**config.mk**
```make
export PLATFORM = sky130hd
export DESIGN_NAME = msdf_operand_tx
export DESIGN_NICKNAME = d
export VERILOG_FILES = /design/src/rtl/msdf_sd_pkg.sv /design/src/rtl/msdf_sd_serializer.sv /design/src/rtl/msdf_operand_tx.sv
export SDC_FILE = /design/constraint.sdc
export NUM_CORES = 1
export LEC_CHECK = 0
export BUFFER_PORTS_ARGS = -buffer_cell sky130_fd_sc_hd__buf_2
export CAP_MARGIN = 20
export CORE_MARGIN = 2
export CORE_UTILIZATION = 45
export DETAILED_ROUTE_END_ITERATION = 7
export GPL_ROUTABILITY_DRIVEN = 0
export PLACE_DENSITY = 0.74
export SKIP_CTS_REPAIR_TIMING = 1
export SLEW_MARGIN = 25
export SYNTH_ARGS = -nofsm -noshare
export SYNTH_HDL_FRONTEND = slang
export SYNTH_SLANG_ARGS = --single-unit
```
**constraint.sdc**
```tcl
create_clock -name clk -period 4.9 [get_ports clk]
set_clock_uncertainty 0.05 [all_clocks]
set_input_delay 0.245 -clock clk [delete_from_list [all_inputs] [get_ports clk]]
set_output_delay 0.245 -clock clk [all_outputs]
set_load 0.1 [all_outputs]
```
**src/rtl/msdf_sd_pkg.sv**
```systemverilog
// Shared definitions for the MSDF operand transmitter: signed-digit
// encodings, FSM state encodings and the per-digit encoder.
package msdf_sd_pkg;

  localparam logic [1:0] SD_ZERO = 2'b00;
  localparam logic [1:0] SD_POS  = 2'b10;
  localparam logic [1:0] SD_NEG  = 2'b01;

  typedef enum logic [1:0] {
    ST_IDLE = 2'd0,
    ST_SEND = 2'd1,
    ST_TAIL = 2'd2
  } state_t;

  // Map one magnitude bit plus the operand sign onto a radix-2 signed digit.
  function automatic logic [1:0] sd_encode(input logic mag_bit, input logic sign);
    logic [1:0] d;
    d = SD_ZERO;
    if (mag_bit) d = sign ? SD_NEG : SD_POS;
    return d;
  endfunction

endpackage

```
**src/rtl/msdf_sd_serializer.sv**
```systemverilog
// One operand lane: converts a two's-complement fraction to sign-magnitude
// on load and presents its magnitude bits MSB-first as signed digits.
module msdf_sd_serializer
  import msdf_sd_pkg::*;
#(
  parameter int FRAC_WIDTH = 16
) (
  input  logic                  clk,
  input  logic                  rst,
  input  logic                  load,
  input  logic                  shift,
  input  logic [FRAC_WIDTH:0]   op,
  output logic [1:0]            digit,
  output logic                  sat
);

  localparam logic [FRAC_WIDTH:0] NEG_ONE = {1'b1, {FRAC_WIDTH{1'b0}}};

  logic [FRAC_WIDTH-1:0] op_frac;
  logic [FRAC_WIDTH-1:0] mag_in;
  logic [FRAC_WIDTH-1:0] sreg;
  logic                  sign_q;

  assign op_frac = op[FRAC_WIDTH-1:0];

  // Magnitude of the operand; -1.0 has no FRAC_WIDTH-bit magnitude so it clamps to all ones.
  always_comb begin
    mag_in = op_frac;
    if (op == NEG_ONE) mag_in = '1;
    else if (op[FRAC_WIDTH]) mag_in = -op_frac;
  end

  // Capture sign/magnitude/saturation on load, then shift one magnitude bit out per accepted digit.
  always_ff @(posedge clk or posedge rst) begin
    if (rst) begin
      sreg   <= '0;
      sign_q <= 1'b0;
      sat    <= 1'b0;
    end else if (load) begin
      sreg   <= mag_in;
      sign_q <= op[FRAC_WIDTH];
      sat    <= (op == NEG_ONE);
    end else if (shift) begin
      sreg <= {sreg[FRAC_WIDTH-2:0], 1'b0};
    end
  end

  assign digit = sd_encode(sreg[FRAC_WIDTH-1], sign_q);

endmodule

```
**src/rtl/msdf_operand_tx.sv**
```systemverilog
// MSDF multiply write-channel transmitter: streams (x, y) signed-digit pairs
// MSB-first with valid/ready/last, followed by zero pairs that flush the
// downstream online delay.
module msdf_operand_tx
  import msdf_sd_pkg::*;
#(
  parameter int FRAC_WIDTH = 16,
  parameter int DATA_WIDTH = 2,
  parameter int TAIL_ZEROS = 3,
  parameter int LEN_WIDTH  = 8
) (
  input  logic                  clk,
  input  logic                  rst,
  input  logic                  i_start,
  input  logic [FRAC_WIDTH:0]   i_op_x,
  input  logic [FRAC_WIDTH:0]   i_op_y,
  input  logic [LEN_WIDTH-1:0]  i_len,
  output logic                  o_busy,
  output logic                  o_done,
  output logic                  o_sat_x,
  output logic                  o_sat_y,
  output logic                  o_mbus_wen,
  output logic [DATA_WIDTH-1:0] o_mbus_wdata_x,
  output logic [DATA_WIDTH-1:0] o_mbus_wdata_y,
  output logic                  o_mbus_wvalid,
  output logic                  o_mbus_wlast,
  input  logic                  i_mbus_wready
);

  localparam int CNT_W = $clog2(FRAC_WIDTH + TAIL_ZEROS + 1);
  localparam logic [LEN_WIDTH-1:0] FULL_LEN  = LEN_WIDTH'(FRAC_WIDTH);
  localparam logic [CNT_W-1:0]     TAIL_LAST = CNT_W'((TAIL_ZEROS > 0) ? TAIL_ZEROS - 1 : 0);

  state_t               state;
  logic [CNT_W-1:0]     cnt;
  logic [LEN_WIDTH-1:0] len_sel;
  logic [CNT_W-1:0]     len_m1;
  logic                 beat;
  logic                 load;
  logic                 shift;
  logic [1:0]           digit_x;
  logic [1:0]           digit_y;

  // Zero or oversize lengths fall back to the full fraction width.
  always_comb begin
    len_sel = i_len;
    if (i_len == '0 || i_len > FULL_LEN) len_sel = FULL_LEN;
  end

  assign len_m1 = CNT_W'(len_sel - LEN_WIDTH'(1));
  assign beat   = o_mbus_wvalid & i_mbus_wready;
  assign load   = (state == ST_IDLE) & i_start;
  assign shift  = (state == ST_SEND) & beat;

  msdf_sd_serializer #(.FRAC_WIDTH(FRAC_WIDTH)) u_ser_x (
    .clk   (clk),
    .rst   (rst),
    .load  (load),
    .shift (shift),
    .op    (i_op_x),
    .digit (digit_x),
    .sat   (o_sat_x)
  );

  msdf_sd_serializer #(.FRAC_WIDTH(FRAC_WIDTH)) u_ser_y (
    .clk   (clk),
    .rst   (rst),
    .load  (load),
    .shift (shift),
    .op    (i_op_y),
    .digit (digit_y),
    .sat   (o_sat_y)
  );

  // Frame sequencer: counts remaining beats of the current phase and precomputes wlast for the next beat.
  always_ff @(posedge clk or posedge rst) begin
    if (rst) begin
      state         <= ST_IDLE;
      cnt           <= '0;
      o_mbus_wvalid <= 1'b0;
      o_mbus_wlast  <= 1'b0;
      o_busy        <= 1'b0;
      o_done        <= 1'b0;
    end else begin
      o_done <= 1'b0;
      case (state)
        ST_IDLE: begin
          if (i_start) begin
            state         <= ST_SEND;
            cnt           <= len_m1;
            o_mbus_wvalid <= 1'b1;
            o_busy        <= 1'b1;
            o_mbus_wlast  <= (TAIL_ZEROS == 0) && (len_m1 == '0);
          end
        end
        ST_SEND: begin
          if (beat) begin
            if (cnt == '0) begin
              if (TAIL_ZEROS == 0) begin
                state         <= ST_IDLE;
                o_mbus_wvalid <= 1'b0;
                o_mbus_wlast  <= 1'b0;
                o_busy        <= 1'b0;
                o_done        <= 1'b1;
              end else begin
                state        <= ST_TAIL;
                cnt          <= TAIL_LAST;
                o_mbus_wlast <= (TAIL_ZEROS == 1);
              end
            end else begin
              cnt          <= cnt - CNT_W'(1);
              o_mbus_wlast <= (TAIL_ZEROS == 0) && (cnt == CNT_W'(1));
            end
          end
        end
        ST_TAIL: begin
          if (beat) begin
            if (cnt == '0) begin
              state         <= ST_IDLE;
              o_mbus_wvalid <= 1'b0;
              o_mbus_wlast  <= 1'b0;
              o_busy        <= 1'b0;
              o_done        <= 1'b1;
            end else begin
              cnt          <= cnt - CNT_W'(1);
              o_mbus_wlast <= (cnt == CNT_W'(1));
            end
          end
        end
        default: state <= ST_IDLE;
      endcase
    end
  end

  assign o_mbus_wen     = o_mbus_wvalid;
  assign o_mbus_wdata_x = DATA_WIDTH'((state == ST_SEND) ? digit_x : SD_ZERO);
  assign o_mbus_wdata_y = DATA_WIDTH'((state == ST_SEND) ? digit_y : SD_ZERO);

endmodule

```
==> results of run 1 <==
-- cell usage after synthesis (2+ instances only) --
| cell type | number |
|---|---|
| a211oi_1 | 2 |
| a21boi_0 | 2 |
| a21o_1 | 4 |
| a21oi_1 | 22 |
| a31oi_1 | 5 |
| a32oi_1 | 14 |
| and2_1 | 2 |
| and3_1 | 5 |
| buf_1 | 2 |
| buf_2 | 2 |
| buf_4 | 2 |
| clkbuf_1 | 14 |
| dfrtp_1 | 46 |
| ha_1 | 9 |
| inv_1 | 11 |
| mux2i_1 | 5 |
| nand2_1 | 77 |
| nand3_1 | 11 |
| nor2_1 | 27 |
| nor2b_1 | 2 |
| nor3_1 | 8 |
| nor4_1 | 4 |
| o21ai_0 | 27 |
| o22ai_1 | 2 |
| o31ai_1 | 9 |
| o41ai_1 | 4 |
| or2_2 | 4 |
| or3_1 | 3 |
| or4_1 | 2 |
| or4_4 | 2 |
| or4b_1 | 2 |
| xnor2_1 | 11 |
| xor2_1 | 13 |
-- how the worst max path moves through the flow --
stage,startpoint,end,slack [ns],cells past startpoint
final,state[1],u_ser_y.sreg[15],2.38,6
after global routing,state[1],u_ser_y.sreg[15],2.13,6
after CTS,state[1],u_ser_y.sreg[15],2.39,6
after detailed placement,state[1],u_ser_y.sreg[12],2.41,7
after floorplan,state[1],o_mbus_wdata_x[1],2.38,5
after global placement,state[1],u_ser_y.sreg[15],2.47,6
-- power by group --
part           internal (W)  switching (W)  leakage (nW)
Clock              0.000218       0.000130        0.0714
Sequential         0.000380     0.00000171         0.618
Combinational     0.0000374      0.0000545         0.999
Total              0.000635       0.000186          1.69
-- critical path: stages, from the launching register on --
cell	delay (ns)
dfrtp_1	0.42
inv_1	0.09
ha_1	0.41
and3_1	0.87
nor2_1	0.24
a2bb2oi_1	0.21
o21ai_0	0.10
-- final cells by class --
| cell class | count | area, um2 |
|---|---|---|
| repair buffers | 57 | 288 |
| clock buffers | 6 | 82.6 |
| fillers | 614 | 3170 |
| clock inverters | 2 | 60.1 |
| multi-input cells | 302 | 1880 |
| well taps | 96 | 120 |
| inverters | 11 | 42.5 |
| flip-flops and latches | 46 | 1150 |
-- stage by stage --
step / power, W / std cells / setup WS, ns / util / hold WS, ns
2_1_floorplan: 0.000439 / 380 / 2.38 / - / 0.339
3_3_place_gp: 0.000479 / 512 / 2.47 / 0.511 / 0.414
3_5_place_dp: 0.000482 / 512 / 2.41 / 0.511 / 0.413
4_1_cts: 0.000828 / 520 / 2.39 / 0.532 / 0.145
5_1_grt: 0.000853 / 520 / 2.13 / 0.533 / 0.0820
6_report: 0.000821 / 520 / 2.38 / 0.533 / 0.00884
-- per-layer routing --
metal	GRT usage	routed length, um	part of all wire
met3	0.0264	282	0.040
met4	0.0462	36	0.0051
met2	0.334	3420	0.48
met1	0.259	3350	0.47
met5	0	0	0
-- sequential cells by signal (all words and copies together), names as in the netlist --
| signal | cells |
|---|---|
| o_mbus_wen | 1 |
| u_ser_y.sign_q | 1 |
| u_ser_x.sat | 1 |
| u_ser_y.sreg | 16 |
| u_ser_x.sreg | 16 |
| cnt | 5 |
| o_mbus_wlast | 1 |
| u_ser_y.sat | 1 |
| state | 2 |
| o_done | 1 |
| u_ser_x.sign_q | 1 |
-- cells by family (layout without fill, tap and decap cells) --
group | after synthesis | after routing | synth area share
AOI/OAI and AO/OA | 102 | 102 | 0.222
buffers and inverters | 32 | 76 | 0.0435
and+or+nand+nor | 161 | 161 | 0.249
xor gates and xnor gates | 24 | 24 | 0.0665
DFF | 46 | 46 | 0.364
adders and majority gates | 9 | 9 | 0.0356
muxes | 6 | 6 | 0.0194
==> results.json, run 1 <==
{
  "syn_nets": 435,
  "required_ns": 5.03,
  "postPlaceCellArea_um2": 3470,
  "synth_top_cell_area_share": 0.364,
  "path_class": "reg -> reg",
  "timing.fmax_mhz": 397,
  "yosysUniqueCellTypes": 58,
  "htreeDepth": 2,
  "rr_worst_depth": 6,
  "finalCriticalPeriod_ns": 2.52,
  "syn_area_um2": 3160,
  "p_leak_nw": 1.69,
  "grt_usage": 0.194,
  "synth_area_leaders": "dfrtp_1 (36%), nand2_1 (9.1%), o21ai_0 (4.3%)",
  "synthCells": 380,
  "start_util": 0.466,
  "ys_ff_latch": 46,
  "r2r_start": "state[1]",
  "vias": 2918,
  "tns_ns": 0,
  "synth_edf_count": 0,
  "grt_max_degree": 47,
  "ys_warn_count": 0,
  "hold_class": "in -> async",
  "die-area_um2": 7720,
  "cts.sink_count": 46,
  "final_layout_size_suffix_gt1_frac": 0.203,
  "wl_um": 7090,
  "final_hold_viol_count": 0,
  "final_common_cell": "nand2_1",
  "cts_buffer_depth": 2,
  "final_cell_area_um2": 3620,
  "clk_pin_slew_ns": 0.09,
  "final_cell_mix": "nand2_1 (77), buf_2 (56), dfrtp_1 (46), o21ai_0 (27), nor2_1 (27)",
  "slew_viol_final": 0,
  "grt_pass1_vias": 2796,
  "drt_pass1_iterations": 4,
  "antenna_found_initial": 0,
  "core_um2": 6790,
  "ys_seq_area_frac": 0.364,
  "rows": 30,
  "r2r_slack_ns": 2.38,
  "min_period_over_period": 0.514,
  "routedWlPerCell_um": 13.6,
  "start_kind": "flop",
  "hpwlAfterDp_um": 5210,
  "setup_viol": 0,
  "route.detailed.drc": 0,
  "ctsRootBufferMaster": "clkbuf_8",
  "die_w_um": 87.8,
  "ir_drop_mv": 0.123,
  "max_slew_margin": 0.356,
  "ios": 57,
  "powerDensity_nw_per_um2": 227,
  "viasPerCell": 5.61,
  "critPathArrivalTime_ns": 2.64,
  "syn_area_per_cell_um2": 8.32,
  "ys.flop_type": "dfrtp_1",
  "maxCapViolCount": 0,
  "rsz0062_at_grt": "false",
  "drt-initial-drc-count": 139,
  "insertion_delay_ns": 0.29,
  "nNetsFinal": 478,
  "cp-end-kind": "flop",
  "port_buffers": 56,
  "grt_remaining_overflow": 0,
  "status": "finished clean",
  "async_flop_share": 1.00,
  "crit_fanout": 28,
  "antenna_left": 0,
  "chipHeight_um": 87.8,
  "diodes": 0,
  "tightest_slew_ns": 0.966,
  "syn_to_final_growth_pct": 14.6,
  "grt_pass1_wl_um": 12100,
  "yosysTopAreaCell": "dfrtp_1",
  "cts_buffers": 5,
  "r2r_end": "u_ser_y.sreg[15]",
  "cts_tree": "yes"
}
Power figures use the tool's default switching activity.
==> run 2: changes to the inputs <==
--- a/config.mk
+++ b/config.mk
@@ -11,7 +11,7 @@
 export CORE_UTILIZATION = 45
 export DETAILED_ROUTE_END_ITERATION = 7
 export GPL_ROUTABILITY_DRIVEN = 0
-export PLACE_DENSITY = 0.74
+export PLACE_DENSITY = 0.76
 export SKIP_CTS_REPAIR_TIMING = 1
 export SLEW_MARGIN = 25
 export SYNTH_ARGS = -nofsm -noshare
==> constraint.sdc (replaced) <==
create_clock -name clk -period 2.1 [get_ports clk]
set_clock_uncertainty 0.05 [all_clocks]
set_input_delay 0.105 -clock clk [delete_from_list [all_inputs] [get_ports clk]]
set_output_delay 0.105 -clock clk [all_outputs]
set_load 0.1 [all_outputs]
==> run 2 against run 1 <==
  * Die area did not move
  * Worst setup slack got worse by 2.3 ns
  * Flip-flop and latch count did not move
  * Fmax rose by 27%
  * Highest routed layer unchanged
  * Sequential power rose by 130%
  * Critical path type unchanged
  * Final area rose by 5.5%
  * Global-route usage rose by 1.6 points
  * Largest power group unchanged
  * Power rose by 130%
==> results.json, run 2 (synthesized netlist as in run 1, its figures left out) <==
{
  "cts_tree": "yes",
  "tns_ns": 0,
  "dp_cells": 529,
  "diodes": 0,
  "cts.sink_count": 46,
  "postPlaceCellArea_um2": 3620,
  "die-area_um2": 7720,
  "antenna_left": 0,
  "grt_pass1_vias": 2988,
  "final_hold_viol_count": 0,
  "ctsRootBufferMaster": "clkbuf_8",
  "routedWlPerCell_um": 14.5,
  "hpwlAfterDp_um": 5810,
  "htreeDepth": 2,
  "grt_remaining_overflow": 0,
  "port_buffers": 56,
  "required_ns": 2.24,
  "viasPerCell": 5.76,
  "vias": 3117,
  "wl_um": 7860,
  "hold_path_depth": 3,
  "drt_pass1_iterations": 6,
  "status": "finished clean",
  "final_cells": 541,
  "p_leak_nw": 1.78,
  "antenna_found_initial": 0,
  "cp_slowest_cell": "or4b_2",
  "grt_pass1_wl_um": 13300,
  "powerDensity_nw_per_um2": 500,
  "final_cell_mix": "nand2_1 (77), buf_2 (54), dfrtp_1 (45), o21ai_0 (26), nor2_1 (24)",
  "path_class": "reg -> reg",
  "grt_usage": 0.210,
  "start_util": 0.466,
  "tightest_slew_ns": 0.773,
  "route.detailed.drc": 0,
  "final_cell_area_um2": 3820,
  "final_layout_size_suffix_gt1_frac": 0.256,
  "final_common_cell": "nand2_1",
  "maxCapViolCount": 0,
  "insertion_delay_ns": 0.30,
  "nNetsFinal": 499,
  "slew_viol_final": 0,
  "die_w_um": 87.8,
  "setup_viol": 0,
  "rr_worst_depth": 7,
  "top_regs": "u_ser_x.sreg x16, u_ser_y.sreg x16, cnt x5",
  "ios": 57,
  "crit_fanout": 6,
  "start_kind": "flop",
  "crit_path_max_incr_delay_ns": 0.63,
  "syn_to_final_growth_pct": 20.8,
  "finalCriticalPeriod_ns": 1.99,
  "clk_pin_slew_ns": 0.09,
  "cp-end-kind": "flop",
  "core_um2": 6790,
  "hold_class": "in -> reg",
  "rows": 30,
  "cp_cell_sequence": "inv_1 -> ha_4 -> or4b_2 -> a21oi_2 -> nor2b_1 -> a21oi_1 -> o21ai_0",
  "timing.fmax_mhz": 503,
  "min_period_over_period": 0.947,
  "n_fill_cell": 612,
  "cts_buffers": 5,
  "chipHeight_um": 87.8,
  "cts_buffer_depth": 2,
  "drt-initial-drc-count": 129,
  "ir_drop_mv": 0.301,
  "critPathArrivalTime_ns": 2.13,
  "max_slew_margin": 0.484,
  "grt_max_degree": 39,
  "postLayoutCoreUtil": 0.562
}
[run 2: cell count changes in the layout (fill, tap and decap cells not counted), sizes merged]
cell	delta
buf	+18
clkbuf	+1
dlygate4sd3	+1
inv	+1
[run 2: worst paths after layout]
check	start	slack, ns	to
max	cnt[0]	0.11	cnt[0]
min	i_op_x[0]	0.03	u_ser_x.sreg[0]
max reg2reg	cnt[0]	0.11	cnt[0]
min reg2reg	u_ser_y.sat	0.44	u_ser_y.sat
max in group asynchronous	rst	0.96	u_ser_y.sreg[0]
min in group asynchronous	rst	0.44	o_done
[run 2: per-layer routing]
| layer | up-vias | track usage | part of all wire |
|---|---|---|---|
| li1 | 1497 | - | - |
| met1 | 1505 | 0.280 | 0.45 |
| met2 | 100 | 0.353 | 0.49 |
| met3 | 15 | 0.0339 | 0.049 |
| met4 | 0 | 0.0587 | 0.017 |
| met5 | - | 0 | 0 |
[run 2: power breakdown]
| group | switching, W | internal (W) | leakage (nW) |
|---|---|---|---|
| registers | 0.00000378 | 0.000888 | 0.616 |
| clock network | 0.000318 | 0.000477 | 0.0683 |
| logic | 0.000130 | 0.0000927 | 1.10 |
| total | 0.000451 | 0.00146 | 1.78 |
[run 2: critical path, delay by kind of cell, from the launching register on]
family | cells | cell delay [ns]
compound gates | 3 | 0.42
fa+ha+maj | 1 | 0.17
buf+inv | 1 | 0.12
flops | 1 | 0.39
simple gates | 2 | 0.72
[run 2: layout make-up]
| class | count | area (um2) | area share |
|---|---|---|---|
| clock inverters | 3 | 68.8 | 0.0180 |
| inverters | 11 | 41.3 | 0.0108 |
| clock buffers | 5 | 68.8 | 0.0180 |
| repair buffers | 78 | 465 | 0.122 |
| multi-input cells | 302 | 1900 | 0.498 |
| well taps | 96 | 120 | 0.0314 |
| flip-flops and latches | 46 | 1150 | 0.302 |
[run 2: through the flow]
step	power (W)	setup WS [ns]	hold WS, ns
CTS	0.00192	0.0120	-0.0793
global route	0.00197	-0.0203	0.0392
detailed placement	0.00113	0.0395	0.252
finish	0.00191	0.110	0.0279
floorplan	0.00102	0.126	0.199
global placement	0.00112	0.0950	0.246
